$ cat src/rtl/mining_ctrl_param.sv
// Nonce-search controller: for each nonce it patches the header in BRAM, streams the
// chunks through an external SHA-256 core and tests the digest against a difficulty.
module mining_ctrl_param #(
  parameter int CHUNK_W    = 512,
  parameter int ADDR_W     = 16,
  parameter int NONCE_W    = 32,
  parameter int POS_W      = 9,
  parameter int MAX_CHUNKS = 16,
  parameter int HASH_W     = 256,
  localparam int CNT_W     = $clog2(MAX_CHUNKS + 1)
) (
  input  logic               clock_i,
  input  logic               reset_ni,
  input  logic               start_i,
  input  logic               abort_i,
  input  logic [CNT_W-1:0]   num_chunks_i,
  input  logic [ADDR_W-1:0]  nonce_addr_i,
  input  logic [POS_W-1:0]   nonce_pos_i,
  input  logic [NONCE_W-1:0] nonce_start_i,
  input  logic [NONCE_W-1:0] nonce_end_i,
  input  logic [8:0]         difficulty_i,
  output logic [ADDR_W-1:0]  mem_addr_o,
  output logic               mem_rd_en_o,
  output logic               mem_wr_en_o,
  output logic [POS_W-1:0]   mem_wpos_o,
  output logic [NONCE_W-1:0] mem_wdata_o,
  input  logic [CHUNK_W-1:0] mem_rdata_i,
  output logic               sha_start_o,
  output logic               sha_init_o,
  output logic [CHUNK_W-1:0] sha_chunk_o,
  input  logic               sha_done_i,
  input  logic [HASH_W-1:0]  sha_hash_i,
  output logic               busy_o,
  output logic               found_o,
  output logic               exhausted_o,
  output logic [NONCE_W-1:0] nonce_out_o,
  output logic [NONCE_W-1:0] attempts_o,
  output logic [3:0]         state_o
);

  localparam logic [3:0] S_IDLE      = 4'd0;
  localparam logic [3:0] S_WR_NONCE  = 4'd1;
  localparam logic [3:0] S_RD_REQ    = 4'd2;
  localparam logic [3:0] S_RD_WAIT   = 4'd3;
  localparam logic [3:0] S_SHA_GO    = 4'd4;
  localparam logic [3:0] S_SHA_WAIT  = 4'd5;
  localparam logic [3:0] S_CHECK     = 4'd6;
  localparam logic [3:0] S_FOUND     = 4'd7;
  localparam logic [3:0] S_EXHAUSTED = 4'd8;

  localparam logic [CNT_W-1:0] MAX_CNT  = CNT_W'(MAX_CHUNKS);
  localparam logic [8:0]       MAX_DIFF = 9'd256;

  logic [3:0]         state_q, state_d;
  logic [NONCE_W-1:0] nonce_q, nonce_d;
  logic [NONCE_W-1:0] end_q, end_d;
  logic [CNT_W-1:0]   idx_q, idx_d;
  logic [CNT_W-1:0]   chunks_q, chunks_d;
  logic [ADDR_W-1:0]  naddr_q, naddr_d;
  logic [POS_W-1:0]   npos_q, npos_d;
  logic [8:0]         diff_q, diff_d;
  logic               found_q, found_d;
  logic               exh_q, exh_d;
  logic [NONCE_W-1:0] nout_q, nout_d;
  logic [NONCE_W-1:0] att_q, att_d;
  logic [CHUNK_W-1:0] chunk_q, chunk_d;

  logic [CNT_W-1:0]   chunks_eff;
  logic [8:0]         diff_eff;
  logic [HASH_W-1:0]  hash_mask;
  logic               hit;
  logic               load_cfg;

  always_comb begin
    if (num_chunks_i == '0)          chunks_eff = CNT_W'(1);
    else if (num_chunks_i > MAX_CNT) chunks_eff = MAX_CNT;
    else                             chunks_eff = num_chunks_i;
    diff_eff  = (difficulty_i > MAX_DIFF) ? MAX_DIFF : difficulty_i;
    // Mask covers the top diff_q bits; a shift of HASH_W or more leaves the whole digest masked.
    hash_mask = ~({HASH_W{1'b1}} >> diff_q);
    hit       = ((sha_hash_i & hash_mask) == '0);
  end

  always_comb begin
    state_d  = state_q;
    nonce_d  = nonce_q;
    end_d    = end_q;
    idx_d    = idx_q;
    chunks_d = chunks_q;
    naddr_d  = naddr_q;
    npos_d   = npos_q;
    diff_d   = diff_q;
    found_d  = found_q;
    exh_d    = exh_q;
    nout_d   = nout_q;
    att_d    = att_q;
    chunk_d  = chunk_q;
    load_cfg = 1'b0;

    if (abort_i && (state_q != S_IDLE)) begin
      state_d = S_IDLE;
    end else begin
      case (state_q)
        S_IDLE:      if (start_i) load_cfg = 1'b1;
        S_WR_NONCE: begin
          idx_d   = '0;
          state_d = S_RD_REQ;
        end
        S_RD_REQ:    state_d = S_RD_WAIT;
        S_RD_WAIT: begin
          chunk_d = mem_rdata_i;
          state_d = S_SHA_GO;
        end
        S_SHA_GO:    state_d = S_SHA_WAIT;
        S_SHA_WAIT: begin
          if (sha_done_i) begin
            if (idx_q == chunks_q - 1'b1) begin
              state_d = S_CHECK;
            end else begin
              idx_d   = idx_q + 1'b1;
              state_d = S_RD_REQ;
            end
          end
        end
        S_CHECK: begin
          if (att_q != '1) att_d = att_q + 1'b1;
          if (hit) begin
            nout_d  = nonce_q;
            found_d = 1'b1;
            state_d = S_FOUND;
          end else if (nonce_q == end_q) begin
            exh_d   = 1'b1;
            state_d = S_EXHAUSTED;
          end else begin
            nonce_d = nonce_q + 1'b1;
            state_d = S_WR_NONCE;
          end
        end
        S_FOUND, S_EXHAUSTED: if (start_i) load_cfg = 1'b1;
        default:     state_d = S_IDLE;
      endcase
    end

    if (load_cfg) begin
      chunks_d = chunks_eff;
      naddr_d  = nonce_addr_i;
      npos_d   = nonce_pos_i;
      nonce_d  = nonce_start_i;
      end_d    = nonce_end_i;
      diff_d   = diff_eff;
      found_d  = 1'b0;
      exh_d    = 1'b0;
      att_d    = '0;
      state_d  = S_WR_NONCE;
    end
  end

  always_ff @(posedge clock_i or negedge reset_ni) begin
    if (!reset_ni) begin
      state_q  <= S_IDLE;
      nonce_q  <= '0;
      end_q    <= '0;
      idx_q    <= '0;
      chunks_q <= '0;
      naddr_q  <= '0;
      npos_q   <= '0;
      diff_q   <= '0;
      found_q  <= 1'b0;
      exh_q    <= 1'b0;
      nout_q   <= '0;
      att_q    <= '0;
      chunk_q  <= '0;
    end else begin
      state_q  <= state_d;
      nonce_q  <= nonce_d;
      end_q    <= end_d;
      idx_q    <= idx_d;
      chunks_q <= chunks_d;
      naddr_q  <= naddr_d;
      npos_q   <= npos_d;
      diff_q   <= diff_d;
      found_q  <= found_d;
      exh_q    <= exh_d;
      nout_q   <= nout_d;
      att_q    <= att_d;
      chunk_q  <= chunk_d;
    end
  end

  // Strobes are gated by abort so they drop in the very cycle abort is raised.
  always_comb begin
    mem_wr_en_o = (state_q == S_WR_NONCE) && !abort_i;
    mem_rd_en_o = (state_q == S_RD_REQ) && !abort_i;
    sha_start_o = (state_q == S_SHA_GO) && !abort_i;
    sha_init_o  = sha_start_o && (idx_q == '0);
    if (state_q == S_WR_NONCE)    mem_addr_o = naddr_q;
    else if (state_q == S_RD_REQ) mem_addr_o = ADDR_W'(idx_q);
    else                          mem_addr_o = '0;
  end

  assign mem_wpos_o  = npos_q;
  assign mem_wdata_o = nonce_q;
  assign sha_chunk_o = chunk_q;
  assign busy_o      = (state_q != S_IDLE);
  assign found_o     = found_q;
  assign exhausted_o = exh_q;
  assign nonce_out_o = nout_q;
  assign attempts_o  = att_q;
  assign state_o     = state_q;

endmodule

$ cat config.mk
export PLATFORM = sky130hd
export DESIGN_NAME = mining_ctrl_param
export DESIGN_NICKNAME = d
export VERILOG_FILES = /design/src/rtl/mining_ctrl_param.sv
export SDC_FILE = /design/constraint.sdc
export NUM_CORES = 1
export LEC_CHECK = 0
export ABC_CLOCK_PERIOD_IN_PS = 8700
export CORE_AREA = 2 2 593 595
export DETAILED_ROUTE_END_ITERATION = 8
export DIE_AREA = 0 0 595 597
export GPL_TIMING_DRIVEN = 0
export PLACE_DENSITY_LB_ADDON = 0.12
export SYNTH_ARGS = -nofsm -noshare
export SYNTH_HDL_FRONTEND = slang
export SYNTH_SLANG_ARGS = --single-unit
$ cat constraint.sdc
create_clock -name clock_i -period 8.7 [get_ports clock_i]
set_input_delay 0.87 -clock clock_i [delete_from_list [all_inputs] [get_ports clock_i]]
set_output_delay 0.87 -clock clock_i [all_outputs]
set_load 0.01 [all_outputs]
* Word-level counts from Yosys, hierarchy flattened *
Index checks and enable logic that the tools add are counted.

storage, ports and cells
  register bits after elaboration = 690
  output and inout port bits = 644

cells by class
  magnitude comparators = 2
  eq/ne operators = 18
  add/subtract/negate cells = 4
  shifts and indexed selects = 1
  reduce and logical (&&, ||, !) cells = 25
  bitwise logic cells = 3
  mux-type cells = 36

operator list
  kind                       count
  $mux W32                   9
  $and A256 B256 Y256        1
  $logic_not A256 Y1         1
  $not A256 Y256             1
  $shr A256 B9 Y256 const A  1
  $add A32 B1 Y32 const B    2
  $eq A32 B32 Y1             1
  $ne A32 B32 Y1 const B     1
  $pmux W4 S7                1
  $mux W5                    5
  $mux W4                    5
  $eq A4 B3 Y1 const B       4
  $mux W16                   1
  $mux W1                    12
  $reduce_and A4 Y1          3
  $logic_not A5 Y1           2
  $pmux W5 S2                1
  $reduce_bool A2 Y1         5
  $gt A9 B9 Y1 const B       1
  $mux W9                    1
  $reduce_and A3 Y1          3
  $eq A4 B2 Y1 const B       2
  $ne A2 B2 Y1 const B       4
  $add A5 B1 Y5 const B      1
  other kinds (16)           21

* Logic depth before layout (Yosys ltp) *
  word-level depth = 8
  mapped depth = 15
  depth with buffers taken out = 11

* Least setup slack after synthesis *
OpenSTA, ideal clock, no wires.

  path type = input to register
  start = in sha_hash_i[78]
  end = reg nout_q[10] (netlist: nonce_out_o[10])
  cell stages on the path = 12
  required time = 8.575 ns
  slack = 4.791 ns
  setup time = 0.125 ns
  data arrival time = 3.785 ns
  buffers on the path = 2
  path through = nor4_1 > nand4_1 > or4_1 > o31a_1 > a2111oi_0 > o2111ai_1 > a221o_1 > nor3_1 > and3_1 > buf_4 > buf_4 > mux2_2

between the ends
  cells in the longest elaborated chain, start to end = 3

ends and longest elaborated chain
  element                      RTL line  RTL
  start, declared              32        input logic [HASH_W-1:0] sha_hash_i,
  $and A256 B256 Y256          81        hit = ((sha_hash_i & hash_mask) == '0);
  $logic_not A256 Y1           81
  $reduce_and A3 Y1 (no line)  -
  end signal, assigned         184       nout_q <= nout_d;
  end, declared                64        logic [NONCE_W-1:0] nout_q, nout_d;

No other way between the ends.
A chain may end at the register's enable or synchronous reset.

* Final worst setup path *
  start = reg diff_q[8]
  end = reg nonce_q[11] (netlist: mem_wdata_o[11])

between the ends
  cells in the longest elaborated chain, start to end = 6

ends and longest elaborated chain
  element                      RTL line  RTL
  start, declared              61        logic [8:0] diff_q, diff_d;
  start signal, assigned       181       diff_q <= diff_d;
  $shr A256 B9 Y256            80        hash_mask = ~({HASH_W{1'b1}} >> diff_q);
  $not A256 Y256               80
  $and A256 B256 Y256          81
  $logic_not A256 Y1           81
  $ne A2 B1 Y1 (no line)       -
  $reduce_and A4 Y1 (no line)  -
  end signal, assigned         175       nonce_q <= nonce_d;
  end, declared                55        logic [NONCE_W-1:0] nonce_q, nonce_d;

No other way between the ends.

==> results.tsv <==
stage	metric	value	unit
synth	Post-Syn Area per Cell	11.8	um^2
grt	remaining global-route overflow	0	
clocking	post-CTS setup buffers	0	
detailed_routing	Vias/cell	3.39	
power	cell-internal power	0.0117	W
synth	register area share after synthesis	0.558	
layout	commonest non-fill, non-tap cell in the layout	clkdlybuf4s50_1	
place	pre-CTS setup slack	2.06	ns
floorplan	Die Y	597	um
place	port bufs	1519	
synth	EDFF count, synth	0	
power	total net switching power	0.00820	W
detailed_routing	Avg WL per Cell	31.2	um
power	Pwr Density	355	nW/um^2
layout	Area Growth Syn to Fin	81.2	%
timing	f_max	0.148	GHz
floorplan	Core Region	349000	um^2
synth	post-synthesis compound-gate area fraction	0.0912	
power	leakage	21.4	nW
place	Final Wtd Congestion	0.905	
timing	ratio of final minimum period to clock period	0.774	
critical_path	Setup CP Type	flop to flop	
critical_path	Worst Setup End Kind	flop	
floorplan	DIE AREA	355000	um^2
grt	largest net degree at the start of global routing	97	
power	Flop pwr share	0.283	
layout	area taken by multi-input logic gates	13000	um^2
place	HPWL after detailed placement	238	mm
detailed_routing	DR DRC count	0	
detailed_routing	routed wire length	280	mm
synth	largest family of logic cells by synthesized area	multiplexers	
layout	fillers	38889	
power	Max VDD drop	0.163	mV
timing	RSZ-0062 raised after global routing	false	
clocking	htree depth	3	
synth	Cells after Synth	2616	
job	max_cap viols	0	
layout	register area	17300	um^2
detailed_routing	ANT nets after route	0	
synth	number of synthesized register bits	690	
power	Clock power frac	0.233	
clocking	post-cts sizing count	0	
timing	worst-margin pin slew	1.34	ns
grt	initial antenna violation count	184	
synth	Post-Synth XOR/XNOR Area	0.0192	
timing	clk_skew	0.0528	ns
floorplan	I/O pin count	1520	
layout	Final nets	5147	
timing	final setup TNS	0	ns
clocking	total CTS buffers	108	
detailed_routing	routed vias	30468	
power	sw frac	0.412	
synth	mux share of post-synthesis cell area	0.199	
synth	Synth cell types	79	
run_status	status	finished clean	
layout	fraction of layout cells with a size suffix above 1	0.179	
clocking	CTS Root Cell	clkbuf_16	
timing	slew margin rel.	0.109	
critical_path	CP required	9.41	ns
floorplan	Initial Utilization	0.0888	
synth	dominant synthesized flop cell	dfrtp_1	
critical_path	Worst setup SP type	flop	
clocking	Worst-Skew Late Latency	0.85	ns
critical_path	peak fanout along the critical path	10	
timing	final hold violation count	0	
synth	Post-Synth Simple-Gate Area	0.106	
timing	Final min period	6.74	ns
critical_path	Arr. time, crit path	7.45	ns
synth	total number of yosys warnings	0	
clocking	CTS Buffer Depth	4	
clocking	clock slew at reported path FFs	0.06	ns
synth	Post-synth ARST share	1.00	
layout	most frequent cells in the layout	1518 x clkdlybuf4s50_1, 690 x dfrtp_1, 544 x mux2_2	
worst_hold_path	Hold Crit Class	flop to flop	
timing	final setup violation count	0	
clocking	number of hold buffers added after CTS	1	
detailed_routing	first-pass detailed-route iteration total	7	
power	Comb power frac	0.485	
timing	max-slew violation count	0	
clocking	clock net sink count	690	
synth	mapped cell area	31000	um^2
floorplan	# rows	217	
synth	Synth Net Count	3497	
timing	fin worst setup slack	1.96	ns
grt	GRT Util Overall	0.153	
grt	vias in the first global route	32108	
detailed_routing	Iteration-0 DRC Markers	1773	
clocking	CTS tree	done	
synth	Synth Area in Adders	0.00234	
grt	first-pass GRT wire length	357	mm
floorplan	Die Width	595	um
power	final total power	0.0199	W
-- per-layer routing --
metal / track usage / part of all wire
met5: 0 / 0.0025
met3: 0.0577 / 0.090
met4: 0.0540 / 0.042
met2: 0.281 / 0.51
met1: 0.157 / 0.35
-- worst max-delay path: stages (launching register included) --
cell,delay [ns]
dfrtp_1,0.36
clkbuf_1,0.40
nor2_1,1.06
nand2_1,0.70
o32ai_1,0.45
nand4_1,0.14
or4_1,0.70
nor4_1,0.61
nand4_1,0.43
o41ai_4,0.94
nor2_2,0.31
buf_2,0.33
a2bb2oi_1,0.18
-- flip-flops by register name, indices dropped and copies added, names as in the netlist --
name	cells
sha_chunk_o	512
attempts_o	32
end_q	32
mem_wdata_o	32
nonce_out_o	32
naddr_q	16
diff_q	9
mem_wpos_o	9
chunks_q	5
idx_q	5
state_o	4
exhausted_o	1
found_o	1
-- cell usage after synthesis (all sizes together) (9+ instances only) --
cell type,number,area share
a32oi,13,0.0037
o21ai,112,0.018
dfrtp,690,0.56
nand3,69,0.011
and3,39,0.0079
nor2,122,0.015
nand4,40,0.0081
a21oi,90,0.015
nor3,40,0.0070
a221oi,10,0.0028
mux2,544,0.20
xor2,23,0.0065
o22ai,20,0.0040
clkbuf,138,0.017
nand2,275,0.033
a22oi,18,0.0044
a211oi,12,0.0031
and2,9,0.0018
nor4,36,0.0078
inv,31,0.0038
or3,12,0.0024
xnor2,45,0.013
o22a,10,0.0028
nand3b,11,0.0027
or4,9,0.0022
a2bb2oi,17,0.0048
a31oi,26,0.0053
buf,22,0.0038
-- power groups by stage --
stage	Clock (W)	Sequential, W	Combinational [W]
finish	0.00463	0.00562	0.00965
global route	0.00498	0.00585	0.0102
CTS	0.00488	0.00568	0.00999
detailed placement	0	0.00571	0.00994
global placement	0	0.00574	0.00999
floorplan	0	0.00602	0.00294
-- final timing paths --
kind | start | endpoint | slack (ns) | cells after the start
setup / recovery | diff_q[8] | mem_wdata_o[11] | 1.96 | 12
hold / removal | naddr_q[11] | naddr_q[11] | 0.47 | 2
setup reg to reg | diff_q[8] | mem_wdata_o[11] | 1.96 | 12
hold reg to reg | naddr_q[11] | naddr_q[11] | 0.47 | 2
max in group asynchronous | reset_ni | end_q[5] | 6.24 | 5
min in group asynchronous | reset_ni | sha_chunk_o[181] | 0.53 | 2
-- final cells by class --
cell class / instances / area share
multi-input cells: 1735 / 0.231
clock inverters: 33 / 0.00765
inverters: 31 / 0.00207
well taps: 4599 / 0.103
flip-flops and latches: 690 / 0.308
diodes: 50 / 0.00223
clock buffers: 162 / 0.0580
repair buffers: 1540 / 0.277
plain buffers: 160 / 0.0114
-- cell families after synthesis --
| logic type | after synthesis |
|---|---|
| adders and majority gates | 6 |
| buffers and inverters | 191 |
| muxes | 547 |
| DFF | 690 |
| and+or+nand+nor | 691 |
| xor gates and xnor gates | 68 |
| AOI/OAI and AO/OA | 423 |
-- through the flow --
step / instance area [um^2] / instances / hold slack (ns) / util
6_report: 56100 / 9000 / 0.470 / 0.161
2_1_floorplan: 31000 / 2616 / 0.437 / -
3_5_place_dp: 52300 / 8754 / 0.458 / 0.150
5_1_grt: 56000 / 8957 / 0.487 / 0.161
4_1_cts: 56000 / 8950 / 0.459 / 0.161
3_3_place_gp: 51900 / 8734 / 0.455 / 0.149
Power figures use the tool's default switching activity.
